## config.mk

```make
export PLATFORM = sky130hd
export DESIGN_NAME = car2pol_axil_slave
export DESIGN_NICKNAME = d
export VERILOG_FILES = /design/src/rtl/car2pol_axil_slave.sv
export SDC_FILE = /design/constraint.sdc
export NUM_CORES = 1
export LEC_CHECK = 0
export ABC_AREA = 1
export BUFFER_PORTS_ARGS = -buffer_cell sky130_fd_sc_hd__buf_2
export CORE_AREA = 2 2 163 165
export DETAILED_ROUTE_END_ITERATION = 8
export DIE_AREA = 0 0 165 167
export PLACE_DENSITY = 0.66
export SYNTH_ARGS = -nofsm -noshare
export SYNTH_HDL_FRONTEND = slang
export SYNTH_SLANG_ARGS = --single-unit
```

## constraint.sdc

```tcl
create_clock -name aclk -period 3 [get_ports aclk]
set_input_delay 0 -clock aclk [delete_from_list [all_inputs] [get_ports aclk]]
set_output_delay 0 -clock aclk [all_outputs]
set_load 0.05 [all_outputs]
```

## src/rtl/car2pol_axil_slave.sv

```systemverilog
`default_nettype none
// ============================================================================
// Module   : car2pol_axil_slave
// Brief    : AXI4-Lite register file for the car2pol core. Holds MAP,
//            INP_IMAGE and W_ADDR, launches the core via the INP_VALID
//            doorbell with a valid/ready start handshake, and reports
//            pending/done/overrun status.
//            Optional feature macro: C2P_IRQ_EN (adds irq_o and IRQ_ENABLE
//            at offset 0x14).
// Revision : 1.0 - initial release
// ============================================================================
module car2pol_axil_slave #(
  parameter int ADDR_W = 5,
  parameter int DATA_W = 32
) (
  input  logic                  aclk,
  input  logic                  aresetn,
  // AXI4-Lite write address channel
  input  logic [ADDR_W-1:0]     s_awaddr,
  input  logic                  s_awvalid,
  output logic                  s_awready,
  // AXI4-Lite write data channel
  input  logic [DATA_W-1:0]     s_wdata,
  input  logic [DATA_W/8-1:0]   s_wstrb,
  input  logic                  s_wvalid,
  output logic                  s_wready,
  // AXI4-Lite write response channel
  output logic [1:0]            s_bresp,
  output logic                  s_bvalid,
  input  logic                  s_bready,
  // AXI4-Lite read address channel
  input  logic [ADDR_W-1:0]     s_araddr,
  input  logic                  s_arvalid,
  output logic                  s_arready,
  // AXI4-Lite read data channel
  output logic [DATA_W-1:0]     s_rdata,
  output logic [1:0]            s_rresp,
  output logic                  s_rvalid,
  input  logic                  s_rready,
  // Core-side interface
  output logic [DATA_W-1:0]     map_o,
  output logic [DATA_W-1:0]     inp_image_o,
  output logic [DATA_W-1:0]     w_addr_o,
  output logic                  inp_valid_o,
  input  logic                  core_ready_i,
  input  logic                  core_done_i
`ifdef C2P_IRQ_EN
  ,
  output logic                  irq_o
`endif
);

  localparam int c_IDX_W  = ADDR_W - 2;
  localparam int c_STRB_W = DATA_W / 8;

  localparam logic [c_IDX_W-1:0] c_IDX_MAP    = c_IDX_W'(0);
  localparam logic [c_IDX_W-1:0] c_IDX_IMAGE  = c_IDX_W'(1);
  localparam logic [c_IDX_W-1:0] c_IDX_WADDR  = c_IDX_W'(2);
  localparam logic [c_IDX_W-1:0] c_IDX_START  = c_IDX_W'(3);
  localparam logic [c_IDX_W-1:0] c_IDX_STATUS = c_IDX_W'(4);
  localparam logic [c_IDX_W-1:0] c_IDX_IRQEN  = c_IDX_W'(5);

  localparam logic [1:0] c_RESP_OKAY   = 2'b00;
  localparam logic [1:0] c_RESP_SLVERR = 2'b10;

  // Byte-lane merge of write data into an existing register value
  function automatic logic [DATA_W-1:0] f_merge(
    input logic [DATA_W-1:0]   old_val,
    input logic [DATA_W-1:0]   new_val,
    input logic [c_STRB_W-1:0] strb
  );
    logic [DATA_W-1:0] res;
    res = old_val;
    for (int b = 0; b < c_STRB_W; b++) begin
      if (strb[b]) res[b*8 +: 8] = new_val[b*8 +: 8];
    end
    return res;
  endfunction

  // Write-channel holding registers and response
  logic                r_aw_held;
  logic [c_IDX_W-1:0]  r_aw_idx;
  logic                r_w_held;
  logic [DATA_W-1:0]   r_w_data;
  logic [c_STRB_W-1:0] r_w_strb;
  logic                r_bvalid;
  logic [1:0]          r_bresp;

  // Read channel
  logic                r_rvalid;
  logic [DATA_W-1:0]   r_rdata;
  logic [1:0]          r_rresp;

  // Register file, snapshots and status
  logic [DATA_W-1:0]   r_map;
  logic [DATA_W-1:0]   r_image;
  logic [DATA_W-1:0]   r_waddr;
  logic [DATA_W-1:0]   r_map_snap;
  logic [DATA_W-1:0]   r_image_snap;
  logic [DATA_W-1:0]   r_waddr_snap;
  logic                r_pending;
  logic                r_done;
  logic                r_overrun;
  logic                r_irq_en;

  logic                w_aw_hs;
  logic                w_w_hs;
  logic                w_do_write;
  logic [c_IDX_W-1:0]  w_wr_idx;
  logic [DATA_W-1:0]   w_wr_data;
  logic [c_STRB_W-1:0] w_wr_strb;
  logic                w_wr_ok;
  logic                w_start_req;
  logic                w_core_take;
  logic                w_launch;
  logic                w_overrun_set;
  logic                w_status_wr;
  logic                w_clr_done;
  logic                w_clr_ovr;
  logic                w_ar_hs;
  logic [c_IDX_W-1:0]  w_rd_idx;
  logic [DATA_W-1:0]   w_rd_data;
  logic                w_rd_ok;
  logic                w_unused;

  assign s_awready = !r_aw_held && !r_bvalid;
  assign s_wready  = !r_w_held && !r_bvalid;
  assign s_bvalid  = r_bvalid;
  assign s_bresp   = r_bresp;
  assign s_arready = !r_rvalid;
  assign s_rvalid  = r_rvalid;
  assign s_rdata   = r_rdata;
  assign s_rresp   = r_rresp;

  assign map_o       = r_map_snap;
  assign inp_image_o = r_image_snap;
  assign w_addr_o    = r_waddr_snap;
  assign inp_valid_o = r_pending;

  assign w_aw_hs    = s_awvalid && s_awready;
  assign w_w_hs     = s_wvalid && s_wready;
  // The write commits as soon as both halves are either held or arriving now
  assign w_do_write = (r_aw_held || w_aw_hs) && (r_w_held || w_w_hs);
  assign w_wr_idx   = r_aw_held ? r_aw_idx : s_awaddr[ADDR_W-1:2];
  assign w_wr_data  = r_w_held ? r_w_data : s_wdata;
  assign w_wr_strb  = r_w_held ? r_w_strb : s_wstrb;

  // Start doorbell: a start on the edge the core takes the previous request
  // re-launches instead of counting as an overrun.
  assign w_start_req   = w_do_write && (w_wr_idx == c_IDX_START) && w_wr_data[0] && w_wr_strb[0];
  assign w_core_take   = r_pending && core_ready_i;
  assign w_launch      = w_start_req && (!r_pending || w_core_take);
  assign w_overrun_set = w_start_req && r_pending && !core_ready_i;

  assign w_status_wr = w_do_write && (w_wr_idx == c_IDX_STATUS) && w_wr_strb[0];
  assign w_clr_done  = w_status_wr && w_wr_data[1];
  assign w_clr_ovr   = w_status_wr && w_wr_data[2];

  assign w_ar_hs  = s_arvalid && s_arready;
  assign w_rd_idx = s_araddr[ADDR_W-1:2];

  // Byte-offset address bits are ignored by the decode
  assign w_unused = &{1'b0, s_awaddr[1:0], s_araddr[1:0]};

  // Write-offset decode: which offsets answer OKAY
  always_comb begin
    w_wr_ok = 1'b0;
    case (w_wr_idx)
      c_IDX_MAP, c_IDX_IMAGE, c_IDX_WADDR, c_IDX_START, c_IDX_STATUS: w_wr_ok = 1'b1;
`ifdef C2P_IRQ_EN
      c_IDX_IRQEN: w_wr_ok = 1'b1;
`endif
      default: w_wr_ok = 1'b0;
    endcase
  end

  // Read mux from the current (pre-edge) register contents
  always_comb begin
    w_rd_data = '0;
    w_rd_ok   = 1'b1;
    case (w_rd_idx)
      c_IDX_MAP:    w_rd_data = r_map;
      c_IDX_IMAGE:  w_rd_data = r_image;
      c_IDX_WADDR:  w_rd_data = r_waddr;
      c_IDX_START:  w_rd_data[0] = r_pending;
      c_IDX_STATUS: begin
        w_rd_data[0] = r_pending;
        w_rd_data[1] = r_done;
        w_rd_data[2] = r_overrun;
      end
`ifdef C2P_IRQ_EN
      c_IDX_IRQEN:  w_rd_data[0] = r_irq_en;
`endif
      default:      w_rd_ok = 1'b0;
    endcase
  end

  // AW/W holding registers and the write response
  always_ff @(posedge aclk or negedge aresetn) begin
    if (!aresetn) begin
      r_aw_held <= 1'b0;
      r_aw_idx  <= '0;
      r_w_held  <= 1'b0;
      r_w_data  <= '0;
      r_w_strb  <= '0;
      r_bvalid  <= 1'b0;
      r_bresp   <= c_RESP_OKAY;
    end else begin
      if (w_do_write) begin
        r_aw_held <= 1'b0;
        r_w_held  <= 1'b0;
        r_bvalid  <= 1'b1;
        r_bresp   <= w_wr_ok ? c_RESP_OKAY : c_RESP_SLVERR;
      end else begin
        if (w_aw_hs) begin
          r_aw_held <= 1'b1;
          r_aw_idx  <= s_awaddr[ADDR_W-1:2];
        end
        if (w_w_hs) begin
          r_w_held <= 1'b1;
          r_w_data <= s_wdata;
          r_w_strb <= s_wstrb;
        end
        if (r_bvalid && s_bready) r_bvalid <= 1'b0;
      end
    end
  end

  // RW configuration registers with per-byte strobes
  always_ff @(posedge aclk or negedge aresetn) begin
    if (!aresetn) begin
      r_map    <= '0;
      r_image  <= '0;
      r_waddr  <= '0;
      r_irq_en <= 1'b0;
    end else if (w_do_write) begin
      case (w_wr_idx)
        c_IDX_MAP:   r_map   <= f_merge(r_map, w_wr_data, w_wr_strb);
        c_IDX_IMAGE: r_image <= f_merge(r_image, w_wr_data, w_wr_strb);
        c_IDX_WADDR: r_waddr <= f_merge(r_waddr, w_wr_data, w_wr_strb);
`ifdef C2P_IRQ_EN
        c_IDX_IRQEN: if (w_wr_strb[0]) r_irq_en <= w_wr_data[0];
`endif
        default: ;
      endcase
    end
  end

  // Start handshake: pending flag and snapshot capture
  always_ff @(posedge aclk or negedge aresetn) begin
    if (!aresetn) begin
      r_pending    <= 1'b0;
      r_map_snap   <= '0;
      r_image_snap <= '0;
      r_waddr_snap <= '0;
    end else if (w_launch) begin
      r_pending    <= 1'b1;
      r_map_snap   <= r_map;
      r_image_snap <= r_image;
      r_waddr_snap <= r_waddr;
    end else if (w_core_take) begin
      r_pending <= 1'b0;
    end
  end

  // Sticky status bits; a set on the same edge as a clear wins
  always_ff @(posedge aclk or negedge aresetn) begin
    if (!aresetn) begin
      r_done    <= 1'b0;
      r_overrun <= 1'b0;
    end else begin
      r_done    <= core_done_i   || (r_done && !w_clr_done);
      r_overrun <= w_overrun_set || (r_overrun && !w_clr_ovr);
    end
  end

  // Read data channel: capture on AR handshake, hold until accepted
  always_ff @(posedge aclk or negedge aresetn) begin
    if (!aresetn) begin
      r_rvalid <= 1'b0;
      r_rdata  <= '0;
      r_rresp  <= c_RESP_OKAY;
    end else if (w_ar_hs) begin
      r_rvalid <= 1'b1;
      r_rdata  <= w_rd_data;
      r_rresp  <= w_rd_ok ? c_RESP_OKAY : c_RESP_SLVERR;
    end else if (r_rvalid && s_rready) begin
      r_rvalid <= 1'b0;
    end
  end

`ifdef C2P_IRQ_EN
  // Level interrupt built only from registered state
  assign irq_o = r_done && r_irq_en;
`endif

endmodule
`default_nettype wire

```

=== Word level (Yosys, flattened, before mapping) ===
Cells that the tools add are included.

* Output and inout bits: 138
* Memories: 0
* Register bits after elaboration: 274
* Logic and storage cells: 115
* Bits in read-only memories: 0
* RAM bits: 0
* Bits in latches: 0

* $mul: 0
* Magnitude comparators: 0
* Shift-type cells: 0
* Muxes and demuxes: 20
* Add/subtract/negate cells: 0
* Reductions and logical operators: 58
* Equal/unequal tests: 8
* Bitwise logic cells: 1
* Divide/modulo/power cells: 0

{| class="wikitable"
|+ Operators by type and width
! kind !! number
|-
| case mux 29 bit (3 select lines) || 1
|-
| AND reduction 3 bit || 12
|-
| two-way mux 32 bit || 1
|-
| logical AND 1 bit || 21
|-
| == test 3 x 2 -> 1 bit (second input constant) || 4
|-
| two-way mux 1 bit || 12
|-
| nonzero test 2 bit || 5
|-
| OR reduction 5 bit || 2
|-
| logical NOT 1 bit || 8
|-
| case mux 2 bit (4 select lines) || 1
|-
| == test 3 x 1 -> 1 bit (second input constant) || 2
|-
| == test 3 bit (second input constant) || 2
|-
| logical NOT 3 bit || 2
|-
| logical OR 1 bit || 5
|-
| two-way mux 2 bit || 2
|-
| two-way mux 4 bit || 1
|-
| case mux 1 bit (4 select lines) || 1
|-
| AND reduction 2 bit || 2
|-
| two-way mux 3 bit || 1
|-
| OR reduction 2 bit || 1
|-
| inverter 1 bit || 1
|}

=== Depth between registers and ports, before layout ===
* Depth in word-level cells: 11
* Depth in mapped cells: 11
* Gate-level depth less buffers: 8

=== Worst setup path before layout ===
Ideal clock, no wire load.

* Path type: register to register
* Start: reg r_bvalid, in the netlist s_bvalid
* End: reg r_aw_idx[0]
* Clock period less this slack: 1948 ps
* Required time: 2873 ps
* Cell stages (with the launch flop): 5
* Data arrival time: 1821 ps
* Setup slack: 1052 ps
* Path through: dfrtp_1 > nor2_1 > nand3_1 > nand2_1 > o21ai_0

* Longest elaborated chain between the ends: 7
* Elaborated cells on any way between the ends: 10
* Those cells by class: bitwise (1); reduce/logical (9)

{| class="wikitable"
|+ RTL lines
! item !! line !! RTL
|-
| start, declared || 86 || <nowiki>logic r_bvalid;</nowiki>
|-
| start signal, assigned || 206 || <nowiki>r_bvalid <= 1'b0;</nowiki>
|-
| start signal, assigned || 212 || <nowiki>r_bvalid <= 1'b1;</nowiki>
|-
| start signal, assigned || 224 || <nowiki>if (r_bvalid && s_bready) r_bvalid <= 1'b0;</nowiki>
|-
| logical NOT 1 bit (*) || 126 || <nowiki>assign s_awready = !r_aw_held && !r_bvalid;</nowiki>
|-
| logical AND 1 bit (*) || 126 ||
|-
| via s_awready || 21 || <nowiki>output logic s_awready,</nowiki>
|-
| logical AND 1 bit (*) || 140 || <nowiki>assign w_aw_hs = s_awvalid && s_awready;</nowiki>
|-
| logical OR 1 bit || 143 || <nowiki>assign w_do_write = (r_aw_held || w_aw_hs) && (r_w_held || w_w_hs);</nowiki>
|-
| logical AND 1 bit || 143 ||
|-
| inverter 1 bit (no source line) || - ||
|-
| AND reduction 2 bit (no source line) (*) || - ||
|-
| end signal, assigned || 217 || <nowiki>r_aw_idx <= s_awaddr[ADDR_W-1:2];</nowiki>
|-
| end, declared || 82 || <nowiki>logic [c_IDX_W-1:0] r_aw_idx;</nowiki>
|}

Mark *: on every way through the listed nets, which the timed path passes. The rest lies on a longest branch.
A chain may end at the register's enable or synchronous reset.

=== Final worst setup path ===
* Start: reg r_w_held
* End: reg r_waddr_snap[0], in the netlist w_addr_o[0]

* Longest elaborated chain between the ends: 9
* Elaborated cells on any way between the ends: 11
* Those cells by class: mux (2); reduce/logical (9)

{| class="wikitable"
|+ RTL lines
! item !! line !! RTL
|-
| start, declared || 83 || <nowiki>logic r_w_held;</nowiki>
|-
| start signal, assigned || 203 || <nowiki>r_w_held <= 1'b0;</nowiki>
|-
| start signal, assigned || 211 || <nowiki>r_w_held <= 1'b0;</nowiki>
|-
| start signal, assigned || 220 || <nowiki>r_w_held <= 1'b1;</nowiki>
|-
| logical NOT 1 bit || 127 || <nowiki>assign s_wready = !r_w_held && !r_bvalid;</nowiki>
|-
| logical AND 1 bit || 127 ||
|-
| logical AND 1 bit || 141 || <nowiki>assign w_w_hs = s_wvalid && s_wready;</nowiki>
|-
| logical OR 1 bit || 143 ||
|-
| logical AND 1 bit || 143 ||
|-
| logical AND 1 bit (2 in series) || 150 || <nowiki>assign w_start_req = w_do_write && (w_wr_idx == c_IDX_START) && w_wr_data[0] && w_wr_strb[0];</nowiki>
|-
| logical AND 1 bit (*) || 150 ||
|-
| logical AND 1 bit (*) || 152 || <nowiki>assign w_launch = w_start_req && (!r_pending || w_core_take);</nowiki>
|-
| end signal, assigned || 260 || <nowiki>r_waddr_snap <= r_waddr;</nowiki>
|-
| end, declared || 100 || <nowiki>logic [DATA_W-1:0] r_waddr_snap;</nowiki>
|}

Mark *: on every way between the ends. The rest lies on a longest branch, timed or not.

==> metrics.txt <==
status completed; Starting Density 44.55%; Post-Syn Area roughly 11000 um^2; Syn Area/Cell 8.514 um^2; Row Count 59; top cells by area, synth dfrtp_1 (59%), nand2_1 (20%), o21ai_0 (6.7%); cts repair resizes 0; largest net degree at the start of global routing 86; Cell Count, Final, Fillers Out slightly below 2000; Comb power frac about a third; global-route wire length before repair about 52 mm; worst setup margin about 0.72 ns; DIE AREA around 28000 um^2; Overall Power between 10 and 15 mW; Int Pwr around 8 mW; most used cell, CP nand2_1; clock power share 25.8%; CP max stage delay 0.43 ns; fillers around 2400; crit-path max FO 35; die width between 150 and 200 um; Adder-Cell Fraction of Synth Area 0%; Final Wtd Congestion slightly below 0.8; post-route cell area ~14000 um^2; setup TNS 0 ns; IO Pins roughly 190; pre-CTS worst setup slack about 0.8 ns; final-report hold violation count 0; slowest stage cell, crit path buf_4; Layout area overhead 24.21%; DRT antenna net count 0; Hold Crit Class in -> async; RSZ-0062 raised after global routing no; vias per inst 5.185; Switching Fraction approximately two fifths; Clock Tree Root clkbuf_16; Max H-tree Level 1; Flop pwr share approximately two fifths; max-slew violation count 0; Routed WL 32.63 mm; fin util a little under three fifths; Pwr Density approximately 950 nW/um^2; main combinational cell family by area after synthesis simple AND/OR/NAND/NOR gates; crit path kind reg -> reg; I/O Buffers 186; Sw Pwr 5.474 mW; CTS tree built; mux share of post-synthesis cell area less than 1%; FF/Latch Area approximately 7000 um^2; Worst Setup Start Kind flip-flop; grt total ovfl 0; dpl cell area around 13000 um^2; Yosys warning count 0; Synth Area in Simple Gates between 20% and 30%; DRC 0; cell count after synthesis approximately 1300; DP Cell Count about 1800; Compound-Gate Fraction of Synth Area under 10%; synthesized flop and latch total 272; nets roughly 1600; Top delay family on crit path simple AND/OR/NAND/NOR gates; clk_skew roughly 0.017 ns; Tot GR Track Use roughly a quarter; relative slew slack between 40% and 50%; Synth Area in XOR/XNOR 0%; Least-Margin Pin Slew ~0.76 ns; TritonRoute pass-1 iters 6; initial antenna violation count 0; critical-path cell list inv_2 > nand2_1 > nand2_1 > nand2_1 > nor2_4 > buf_4 > nand4_1 > nand2_1; Post-DP HPWL 21.42 mm; Fmax achieved 439.4 MHz; CTS max path bufs 3; Leak just under 8 nW; Antenna diodes 0; area of the multi-input gates between 4000 and 5000 um^2; via count ~10000; Max-cap violations 0; post-synth top area share between 50 and 60%; worst vdd ir 0.5631 mV; Post-CTS Setup Inserts 0; Wirelength per Cell roughly 17 um; ratio of cells with drive above 1 in the final layout 16.95%; Final Cycle Share about three quarters; Yosys cell types 24; Setup violations, final 0; area leader, netlist dfrtp_1; Critical Path Sink Type flip-flop; WP buf/inv 2; Worst EP arrival around 2.8 ns; clock sink count 272; worst skew pair latency 0.54 ns; Core Region between 20000 and 30000 um^2; WP data required about 3.5 ns; Die Span Y between 150 and 200 um; smallest hold slack 0.03927 ns; Iter 0 DRT Violations roughly 920; clk slew on worst S/H paths 0.06 ns; CTS buffer count 29; minimum clock period ~2.3 ns; vias in the first global route between 9000 and 10000; register area share after synthesis approximately three fifths; cts hold-fix bufs between 60 and 70
-- state kept, by name, summed over array words and instances, names as in the netlist, 3 cells and up --
register and cells:
map_o 32, s_rdata 32, r_aw_idx 3, r_w_strb 4
r_waddr 32, w_addr_o 32, r_w_data 32, inp_image_o 32
r_map 32, r_image 32
-- final timing paths --
path | from | endpoint | slack, ns | cells after the start
worst max-delay path | r_w_held | w_addr_o[0] | 0.72 | 8
worst min-delay path | aresetn | r_image[4] | 0.04 | 2
worst max register to register | r_w_held | w_addr_o[0] | 0.72 | 8
worst min register to register | w_addr_o[18] | w_addr_o[18] | 0.46 | 2
max in group asynchronous | aresetn | inp_image_o[16] | 2.03 | 3
min in group aclk | s_arvalid | s_rdata[24] | 0.07 | 5
-- power groups by stage --
stage / Sequential [mW] / Combinational [mW] / Clock [mW]
2_1_floorplan: 6.85 / 1.77 / 0
3_3_place_gp: 5.67 / 4.15 / 0
3_5_place_dp: 5.68 / 4.24 / 0
4_1_cts: 5.63 / 4.36 / 3.56
5_1_grt: 5.77 / 4.77 / 3.71
6_report: 5.65 / 4.34 / 3.48
-- cell families after synthesis --
kind of cell           Yosys count
AOI/OAI and AO/OA              167
muxes                            5
other                            1
DFF                            272
buffers and inverters          139
and+or+nand+nor                764
-- cell usage after synthesis --
master,count
nand2_1,598
dfrtp_1,272
o21ai_0,154
nand4_1,98
inv_1,52
clkbuf_1,49
nand3_1,42
buf_2,19
nor2_1,19
o21ai_1,10
buf_1,8
buf_4,6
mux2i_1,5
inv_2,3
a21oi_1,2
buf_6,2
nand2_2,2
conb_1,1
nand3_2,1
nor2_2,1
nor2_4,1
nor3_1,1
nor3_2,1
o21ai_2,1
-- placed cells by master (no fill, tap or decap), types with 18 or more instances in the layout --
| cell | instances |
|---|---|
| dfrtp_1 | 272 |
| inv_1 | 52 |
| dlygate4sd3_1 | 62 |
| nand4_1 | 98 |
| nand2_1 | 597 |
| nor2_1 | 18 |
| clkbuf_16 | 29 |
| nand3_1 | 42 |
| o21ai_0 | 154 |
| buf_4 | 20 |
| buf_2 | 185 |
-- worst reg2reg max path: stages, from the launching register on --
cell,delay [ns]
dfrtp_1,0.39
inv_2,0.40
nand2_1,0.11
nand2_1,0.12
nand2_1,0.10
nor2_4,0.36
buf_4,0.43
nand4_1,0.19
nand2_1,0.11
-- final cells by class --
type / instances / area share, %
Tap cell: 335 / 2.940
Clock inverter: 9 / 0.5178
Timing Repair Buffer: 271 / 12.43
Sequential cell: 272 / 47.74
Inverter: 55 / 1.448
Multi-Input combinational cell: 938 / 28.86
Clock buffer: 42 / 6.065
-- per-layer routing --
metal	vias up	wire length [um]	GRT usage, %
met5	-	0	0
met4	0	761	6.087
met3	51	2012	3.313
met2	330	15330	38.37
met1	4767	14530	34.26
li1	4817	-	-
Power figures use the tool's default switching activity.
